## src/rtl/or16_accumulator_if.sv

```systemverilog
// Valid/ready bus for the OR-accumulator stage: upstream words in, folded frame results out.
// The master side is the word producer / result consumer; the slave side is the accumulator.
interface or16_accumulator_if #(
  parameter int WIDTH = 16,
  parameter int CNT_W = 4
);
  logic             in_valid;
  logic             in_ready;
  logic [WIDTH-1:0] in_data;
  logic             out_valid;
  logic             out_ready;
  logic [WIDTH-1:0] out_data;
  logic             out_nonzero;
  logic [CNT_W-1:0] out_words;

  modport master (
    output in_valid, in_data, out_ready,
    input  in_ready, out_valid, out_data, out_nonzero, out_words
  );

  modport slave (
    input  in_valid, in_data, out_ready,
    output in_ready, out_valid, out_data, out_nonzero, out_words
  );
endinterface

```

## src/rtl/or16_accumulator.sv

```systemverilog
// Sticky OR accumulator: folds up to COUNT words into one result word, closed early by flush,
// presented over a valid/ready handshake together with a nonzero flag and the word count.
module or16_accumulator #(
  parameter int WIDTH = 16,
  parameter int COUNT = 4,
  parameter int CNT_W = 4
) (
  input logic                clk,
  input logic                rst_n,
  input logic                clear,
  input logic                flush,
  or16_accumulator_if.slave  bus
);

  typedef enum logic [1:0] {
    IDLE = 2'd0,
    ACC  = 2'd1,
    DONE = 2'd2
  } state_t;

  state_t           state;
  logic [WIDTH-1:0] acc;
  logic [CNT_W-1:0] cnt;
  logic             out_valid_q;
  logic [WIDTH-1:0] out_data_q;
  logic             out_nonzero_q;
  logic [CNT_W-1:0] out_words_q;

  logic             accept;
  logic             close;
  logic [WIDTH-1:0] acc_nxt;
  logic [CNT_W-1:0] cnt_nxt;

  assign bus.in_ready    = (state != DONE);
  assign bus.out_valid   = out_valid_q;
  assign bus.out_data    = out_data_q;
  assign bus.out_nonzero = out_nonzero_q;
  assign bus.out_words   = out_words_q;

  // acc_nxt/cnt_nxt already include a same-cycle word, so a closing frame captures it.
  always_comb begin
    // NOTE: every always_comb output gets a default first, otherwise a latch is inferred.
    accept  = bus.in_valid && (state != DONE);
    acc_nxt = acc;
    cnt_nxt = cnt;
    if (accept) begin
      if (state == IDLE) begin
        acc_nxt = bus.in_data;
        cnt_nxt = CNT_W'(1);
      end else begin
        acc_nxt = acc | bus.in_data;
        cnt_nxt = cnt + CNT_W'(1);
      end
    end
    close = (accept && (cnt_nxt == CNT_W'(COUNT))) || (flush && (accept || state == ACC));
  end

  always_ff @(posedge clk or negedge rst_n) begin
    // NOTE: sequential state uses non-blocking assignments only, so every register
    // samples pre-edge values regardless of statement order.
    if (!rst_n) begin
      state         <= IDLE;
      acc           <= '0;
      cnt           <= '0;
      out_valid_q   <= 1'b0;
      out_data_q    <= '0;
      out_nonzero_q <= 1'b0;
      out_words_q   <= '0;
    end else if (clear) begin
      state         <= IDLE;
      acc           <= '0;
      cnt           <= '0;
      out_valid_q   <= 1'b0;
      out_data_q    <= '0;
      out_nonzero_q <= 1'b0;
      out_words_q   <= '0;
    end else if (state == DONE) begin
      // Result stays frozen until the consumer takes it.
      if (bus.out_ready) begin
        state       <= IDLE;
        acc         <= '0;
        cnt         <= '0;
        out_valid_q <= 1'b0;
      end
    end else begin
      acc <= acc_nxt;
      cnt <= cnt_nxt;
      if (close) begin
        state         <= DONE;
        out_data_q    <= acc_nxt;
        out_words_q   <= cnt_nxt;
        out_nonzero_q <= |acc_nxt;
        out_valid_q   <= 1'b1;
      end else if (accept) begin
        state <= ACC;
      end
    end
  end

endmodule

```

## src/flat_wrapper.sv

```systemverilog
// flat-port wrapper written by rule: the top's interface ports become plain ports
module or16_accumulator_flat 
#(
  parameter int WIDTH = 16,
  parameter int COUNT = 4,
  parameter int CNT_W = 4
)
  (clk, rst_n, clear, flush, bus_in_valid, bus_in_data, bus_out_ready, bus_in_ready, bus_out_valid, bus_out_data, bus_out_nonzero, bus_out_words);
  or16_accumulator_if #(.WIDTH(WIDTH), .CNT_W(CNT_W)) bus_i ();
  input logic clk;
  input logic rst_n;
  input logic clear;
  input logic flush;
  input wire logic [$bits(bus_i.in_valid)-1:0] bus_in_valid;
  input wire logic [$bits(bus_i.in_data)-1:0] bus_in_data;
  input wire logic [$bits(bus_i.out_ready)-1:0] bus_out_ready;
  output wire logic [$bits(bus_i.in_ready)-1:0] bus_in_ready;
  output wire logic [$bits(bus_i.out_valid)-1:0] bus_out_valid;
  output wire logic [$bits(bus_i.out_data)-1:0] bus_out_data;
  output wire logic [$bits(bus_i.out_nonzero)-1:0] bus_out_nonzero;
  output wire logic [$bits(bus_i.out_words)-1:0] bus_out_words;
  assign bus_i.in_valid = bus_in_valid;
  assign bus_i.in_data = bus_in_data;
  assign bus_i.out_ready = bus_out_ready;
  assign bus_in_ready = bus_i.in_ready;
  assign bus_out_valid = bus_i.out_valid;
  assign bus_out_data = bus_i.out_data;
  assign bus_out_nonzero = bus_i.out_nonzero;
  assign bus_out_words = bus_i.out_words;
  or16_accumulator #(.WIDTH(WIDTH), .COUNT(COUNT), .CNT_W(CNT_W)) u_core (.clk(clk), .rst_n(rst_n), .clear(clear), .flush(flush), .bus(bus_i));
endmodule
```

## config.mk

```make
export PLATFORM = sky130hd
export DESIGN_NAME = or16_accumulator_flat
export DESIGN_NICKNAME = d
export VERILOG_FILES = /design/src/rtl/or16_accumulator_if.sv /design/src/rtl/or16_accumulator.sv /design/src/flat_wrapper.sv
export SDC_FILE = /design/constraint.sdc
export NUM_CORES = 1
export LEC_CHECK = 0
export ABC_CLOCK_PERIOD_IN_PS = 1680
export CORE_MARGIN = 3
export CORE_UTILIZATION = 46
export DETAILED_ROUTE_END_ITERATION = 10
export PLACE_DENSITY = 0.75
export SKIP_LAST_GASP = 1
export SYNTH_ARGS = -nofsm -noshare
export SYNTH_HDL_FRONTEND = slang
export SYNTH_SLANG_ARGS = --single-unit
```

## constraint.sdc

```tcl
create_clock -name clk -period 1.68 [get_ports clk]
set_input_delay 0.336 -clock clk [delete_from_list [all_inputs] [get_ports clk]]
set_output_delay 0.336 -clock clk [all_outputs]
set_load 0.1 [all_outputs]
```

==> flow_metrics.env, run 1 <==
export IMPL_drtPass1Iterations=5
export IMPL_fin_ws_ns=-0.254
export IMPL_cp_start_kind="register"
export IMPL_synth_simple_area_share=0.123
export IMPL_die_y_microns=76.0
export IMPL_status="complete, but fails checks"
export IMPL_cts_tree="done"
export IMPL_clock_sinks=44
export IMPL_hold_worst_slack_ns=-0.00648
export IMPL_insertion_delay_ns=0.30
export IMPL_first_global_vias=2306
export IMPL_overflow=0
export IMPL_synth_edf_count=0
export IMPL_drive_above_1_share=0.369
export IMPL_portBuffers=44
export IMPL_period_needed_ns=1.93
export IMPL_timing_worst_slew_pin_value_ns=0.488
export IMPL_leakage_uw=0.00159
export IMPL_synthMuxAreaShare=0
export IMPL_cts_buffer_depth=2
export IMPL_hpwl_mm=4.34
export IMPL_slew_headroom=0.672
export IMPL_synth_top_family_by_area="compound AO/OA/AOI/OAI gates"
export IMPL_finalCritPeriodShare=1.15
export IMPL_gp_congestion=0.862
export IMPL_slew_viol_final=0
export IMPL_final_nets=317
export IMPL_ioPinCount=45
export IMPL_h_tree_depth=2
export IMPL_cap_violations=0
export IMPL_hold_viol_final=5
export IMPL_post_drt_wl_per_cell_microns=19.1
export IMPL_clkTransAtPathRegs_ns=0.09
export IMPL_syn_area_per_cell_sq_um=10.6
export IMPL_detail_route_antenna_nets=0
export IMPL_yosysWarnings=0
export IMPL_synth_fa_ha_area_frac=0.00999
export IMPL_diodes=0
export IMPL_cp_max_fo=21
export IMPL_violations="negative hold slack, negative setup slack"
export IMPL_ys_seq_elements=44
export IMPL_synth_xor_area_frac=0
export IMPL_grt_pass1_wl_mm=11.3
export IMPL_cp_arrival_ns=2.16
export IMPL_synth_compound_area_frac=0.298
export IMPL_core_area_sq_um=4530
export IMPL_place_area_sq_um=3290
export IMPL_dp_worst_setup_slack_ns=-0.634
export IMPL_max_freq_mhz=517
export IMPL_syn_to_final_growth_pct=61.1
export IMPL_syn_inst=213
export IMPL_finalClockSkew_ns=0.0129
export IMPL_syn_area_sq_um=2250
export IMPL_required_ns=1.90
export IMPL_rsz0062_at_grt="true"
export IMPL_ys_types=37
export IMPL_utilization=0.800
export IMPL_mostFrequentLayoutCell="dfrtp_1"
export IMPL_async_reset_ff_frac=1.00
export IMPL_hp_class="in -> async"
export IMPL_setup_viol_count_final=25
export IMPL_final_cell_area_sq_um=3630
export IMPL_powerDensity_nw_per_um2=903
export IMPL_cts_made_buffers=5
export IMPL_final_cell_mix="43 x dfrtp_1, 37 x a22o_1, 37 x buf_4"
export IMPL_synth_nets=236
export IMPL_cts_hold_buffers=0
export IMPL_grt_antenna_before_repair=0
export IMPL_drcViolationCount=0
export IMPL_die_area_sq_um=5770
export IMPL_grt_usage=0.238
export IMPL_cp_end_kind="register"
export IMPL_irDropWorstVdd_mv=0.507
export IMPL_fillCellCount=258
export IMPL_via_count=2221
export IMPL_die_w_microns=76.0
export IMPL_initial_core_util=0.497
export IMPL_grt_start_max_net_pins=45
export IMPL_cts_root_buffer="clkbuf_8"
export IMPL_routed_wl_mm=6.87
export IMPL_power_total_uw=3280
export IMPL_num_rows=24
export IMPL_vias_per_cell=6.17
export IMPL_synth_flop_cell="dfrtp_1"
export IMPL_drt_iter0_drc=223
export IMPL_yosysSeqAreaShare=0.489
export IMPL_path_class="reg -> reg"
==> cells by family after synthesis <==
kind of cell | Yosys count
flip-flops | 44
buffers and inverters | 38
AO/OA/AOI/OAI | 88
AND/OR/NAND/NOR | 41
adder cells (fa/ha/maj) | 2
==> state kept, by name, indices dropped and copies added, names as in the netlist <==
register,count
u_core.acc,16
u_core.cnt,4
u_core.state,2
u_core.bus.out_nonzero,1
u_core.bus.out_data,16
u_core.bus.out_words,4
u_core.bus.out_valid,1
==> path summary, 6_finish.rpt <==
kind	from	end	slack, ns	cells past startpoint
hold reg to reg	u_core.acc[7]	u_core.acc[7]	0.54	1
setup / recovery	u_core.state[1]	u_core.bus.out_data[13]	-0.25	6
max in group asynchronous	rst_n	u_core.acc[14]	1.47	2
min in group clk	u_core.acc[7]	u_core.acc[7]	0.54	1
setup reg to reg	u_core.state[1]	u_core.bus.out_data[13]	-0.25	6
hold / removal	rst_n	u_core.bus.out_data[3]	-0.006	2
==> Yosys cell counts, drive strengths merged, types with 2 or more instances <==
library cell / instances / share of area
nand2: 4 / 0.0067
nand2b: 3 / 0.0083
o31ai: 2 / 0.0067
a211oi: 17 / 0.057
inv: 20 / 0.033
a21boi: 2 / 0.0083
nor4: 4 / 0.011
a22o: 37 / 0.14
nor4b: 16 / 0.062
dfrtp: 44 / 0.49
buf: 10 / 0.033
nand3: 3 / 0.0067
clkbuf: 8 / 0.014
a21o: 3 / 0.010
a21oi: 19 / 0.042
nor2: 5 / 0.0083
==> metrics by stage <==
step           std cells  setup TNS (ns)
3_3_place_gp         350          -16.34
3_5_place_dp         350          -18.46
4_1_cts              360           -2.22
5_1_grt              360           -6.23
2_1_floorplan        213          -18.49
6_report             360           -5.24
==> final cells by class <==
cell class	count	area, sq um	area share
clock buffers	5	68.8	0.0190
repair buffers	92	1100	0.303
inverters	20	78.8	0.0217
clock inverters	3	90.1	0.0248
multi-input cells	131	1110	0.305
well taps	65	81.3	0.0224
flip-flops and latches	44	1100	0.304
==> per-layer routing <==
metal / wire, microns / up-vias / track usage
met4: 185 / 0 / 0.0779
met1: 2890 / 1088 / 0.313
li1: - / 978 / -
met3: 441 / 28 / 0.0449
met5: 0 / - / 0
met2: 3350 / 127 / 0.400
==> what timing repair did <==
action,4_1_cts,5_1_grt
setup endpoints to repair,35,37
setup buffers,2,0
gates resized for setup,22,14
pin swaps,4,3
==> where the power goes <==
group / total (uW) / internal [uW] / switching (uW) / leakage [uW]
Combinational: 975 / 427 / 548 / 0.000911
Clock: 1110 / 744 / 368 / 0.0000784
Sequential: 1190 / 1120 / 66.6 / 0.000599
==> worst max-delay path: stages (launching register included) <==
cell and delay (ns):
dfrtp_1 0.40, nor2b_4 0.16, o31ai_1 0.46, o2111ai_1 0.27, a21boi_2 0.24, buf_12 0.18
a22o_1 0.15
Power figures use the tool's default switching activity.
==> run 2, diff against run 1 <==
--- a/config.mk
+++ b/config.mk
@@ -5,11 +5,11 @@
 export SDC_FILE = /design/constraint.sdc
 export NUM_CORES = 1
 export LEC_CHECK = 0
-export ABC_CLOCK_PERIOD_IN_PS = 1680
-export CORE_MARGIN = 3
-export CORE_UTILIZATION = 46
+export ABC_CLOCK_PERIOD_IN_PS = 2160
+export CORE_UTILIZATION = 50
 export DETAILED_ROUTE_END_ITERATION = 10
-export PLACE_DENSITY = 0.75
+export PLACE_DENSITY = 0.78
+export RECOVER_POWER = 25
 export SKIP_LAST_GASP = 1
 export SYNTH_ARGS = -nofsm -noshare
 export SYNTH_HDL_FRONTEND = slang
==> constraint.sdc (replaced) <==
create_clock -name clk -period 2.16 [get_ports clk]
set_input_delay 0.432 -clock clk [delete_from_list [all_inputs] [get_ports clk]]
set_output_delay 0.432 -clock clk [all_outputs]
set_load 0.1 [all_outputs]
==> flow_metrics.env, run 2 (synthesis results as in run 1) <==
export IMPL_status="finished, final reports clean"
export IMPL_via_count=2069
export IMPL_detail_route_antenna_nets=0
export IMPL_rsz0062_at_grt="false"
export IMPL_drt_iter0_drc=166
export IMPL_fin_setup_tns_ns=0
export IMPL_cp_slowest_cell="clkdlybuf4s50_1"
export IMPL_rrSetupSlack_ns=0.17
export IMPL_cp_max_fo=14
export IMPL_diodes=0
export IMPL_utilization=0.703
export IMPL_ioPinCount=45
export IMPL_cts_tree="done"
export IMPL_rr_startpoint="u_core.state[0]"
export IMPL_place_area_sq_um=2960
export IMPL_mostFrequentLayoutCell="buf_4"
export IMPL_drcViolationCount=0
export IMPL_final_nets=310
export IMPL_final_cell_area_sq_um=3060
export IMPL_die_y_microns=69.1
export IMPL_num_rows=24
export IMPL_startpoint="bus_in_valid"
export IMPL_vias_per_cell=6.09
export IMPL_path_class="in -> reg"
export IMPL_drtPass1Iterations=5
export IMPL_drive_above_1_share=0.288
export IMPL_syn_to_final_growth_pct=35.9
export IMPL_timing_worst_slew_pin_value_ns=1.09
export IMPL_cap_violations=0
export IMPL_leakage_uw=0.00142
export IMPL_max_freq_mhz=480
export IMPL_setup_viol_count_final=0
export IMPL_insertion_delay_ns=0.31
export IMPL_r2r_cells=7
export IMPL_grt_usage=0.253
export IMPL_required_ns=2.40
export IMPL_h_tree_depth=2
export IMPL_grt_pass1_wl_mm=9.56
export IMPL_cp_start_kind="primary input"
export IMPL_hp_class="in -> async"
export IMPL_grt_start_max_net_pins=45
export IMPL_first_global_vias=1953
export IMPL_post_drt_wl_per_cell_microns=17.2
export IMPL_overflow=0
export IMPL_slew_viol_final=0
export IMPL_path_cells="clkdlybuf4s50_1 -> inv_2 -> or4_4 -> o2111a_1 -> nor2_1 -> buf_6 -> a22o_1"
export IMPL_die_w_microns=69.1
export IMPL_portBuffers=44
export IMPL_grt_antenna_before_repair=0
export IMPL_gp_congestion=0.835
export IMPL_fillCellCount=342
export IMPL_clkTransAtPathRegs_ns=0.08
export IMPL_cp_end_kind="register"
export IMPL_cp_arrival_ns=2.33
export IMPL_clock_sinks=44
export IMPL_powerDensity_nw_per_um2=681
export IMPL_hold_viol_final=0
export IMPL_fin_cells=340
export IMPL_cts_buffer_depth=2
export IMPL_cts_root_buffer="clkbuf_8"
export IMPL_slew_headroom=0.271
export IMPL_cts_made_buffers=5
export IMPL_die_area_sq_um=4780
export IMPL_final_cell_mix="59 x buf_4, 44 x dfrtp_1, 37 x a22o_1"
export IMPL_routed_wl_mm=5.86
export IMPL_r2r_end="u_core.bus.out_data[5]"
export IMPL_initial_core_util=0.518
export IMPL_dpl_cell_count=332
export IMPL_irDropWorstVdd_mv=0.498
export IMPL_core_area_sq_um=4350
export IMPL_cp_slowest_stage_delay_ns=0.54
export IMPL_hpwl_mm=3.99
export IMPL_period_needed_ns=2.08
export IMPL_finalClockSkew_ns=0.00832
export IMPL_finalCritPeriodShare=0.965
export IMPL_power_total_uw=2090
[run 2: area by class of cell]
type	count	area [sq um]	area share
flip-flops and latches	44	1100	0.359
well taps	52	65.1	0.0212
repair buffers	85	724	0.237
clock buffers	8	90.1	0.0294
multi-input cells	131	1000	0.328
inverters	20	78.8	0.0257
[run 2: how the worst max path moves through the flow]
stage	depth (start not counted)	end
floorplan	8	u_core.bus.out_data[0]
global placement	7	u_core.bus.out_data[14]
detailed placement	7	u_core.bus.out_data[5]
CTS	7	u_core.bus.out_data[5]
global route	7	u_core.bus.out_nonzero
finish	7	u_core.bus.out_data[5]
[run 2: repair_timing]
action | CTS | global route
hold buffers | 0 | 0
setup endpoints to repair | 0 | 13
buffers inserted | 0 | 0
resized for setup | 0 | 5
[run 2: routing by layer]
metal | vias up | routed length (microns) | track usage
met4 | 0 | 63 | 0.0862
met1 | 1049 | 2780 | 0.368
li1 | 965 | - | -
met5 | - | 0 | 0
met2 | 49 | 2770 | 0.375
met3 | 6 | 250 | 0.0526
[run 2: critical path: cells and delay by family]
family	cells	cell delay, ns
AOI/OAI and AO/OA	2	0.34
buffers and inverters	3	0.81
and+or+nand+nor	2	0.73
[run 2: report_power, final]
part           leakage, uW  switching (uW)  internal, uW
Sequential        0.000601            38.1           872
Combinational     0.000773             391           244
Clock            0.0000455             280           261
Total              0.00142             709          1380
[run 2: per-stage QoR]
stage | setup slack [ns] | hold slack (ns)
2_1_floorplan | 0.00667 | 0.136
3_3_place_gp | -0.266 | 0.429
3_5_place_dp | -0.258 | 0.427
4_1_cts | 0.0495 | 0.0976
5_1_grt | 0.0105 | 0.514
6_report | 0.0766 | 0.409
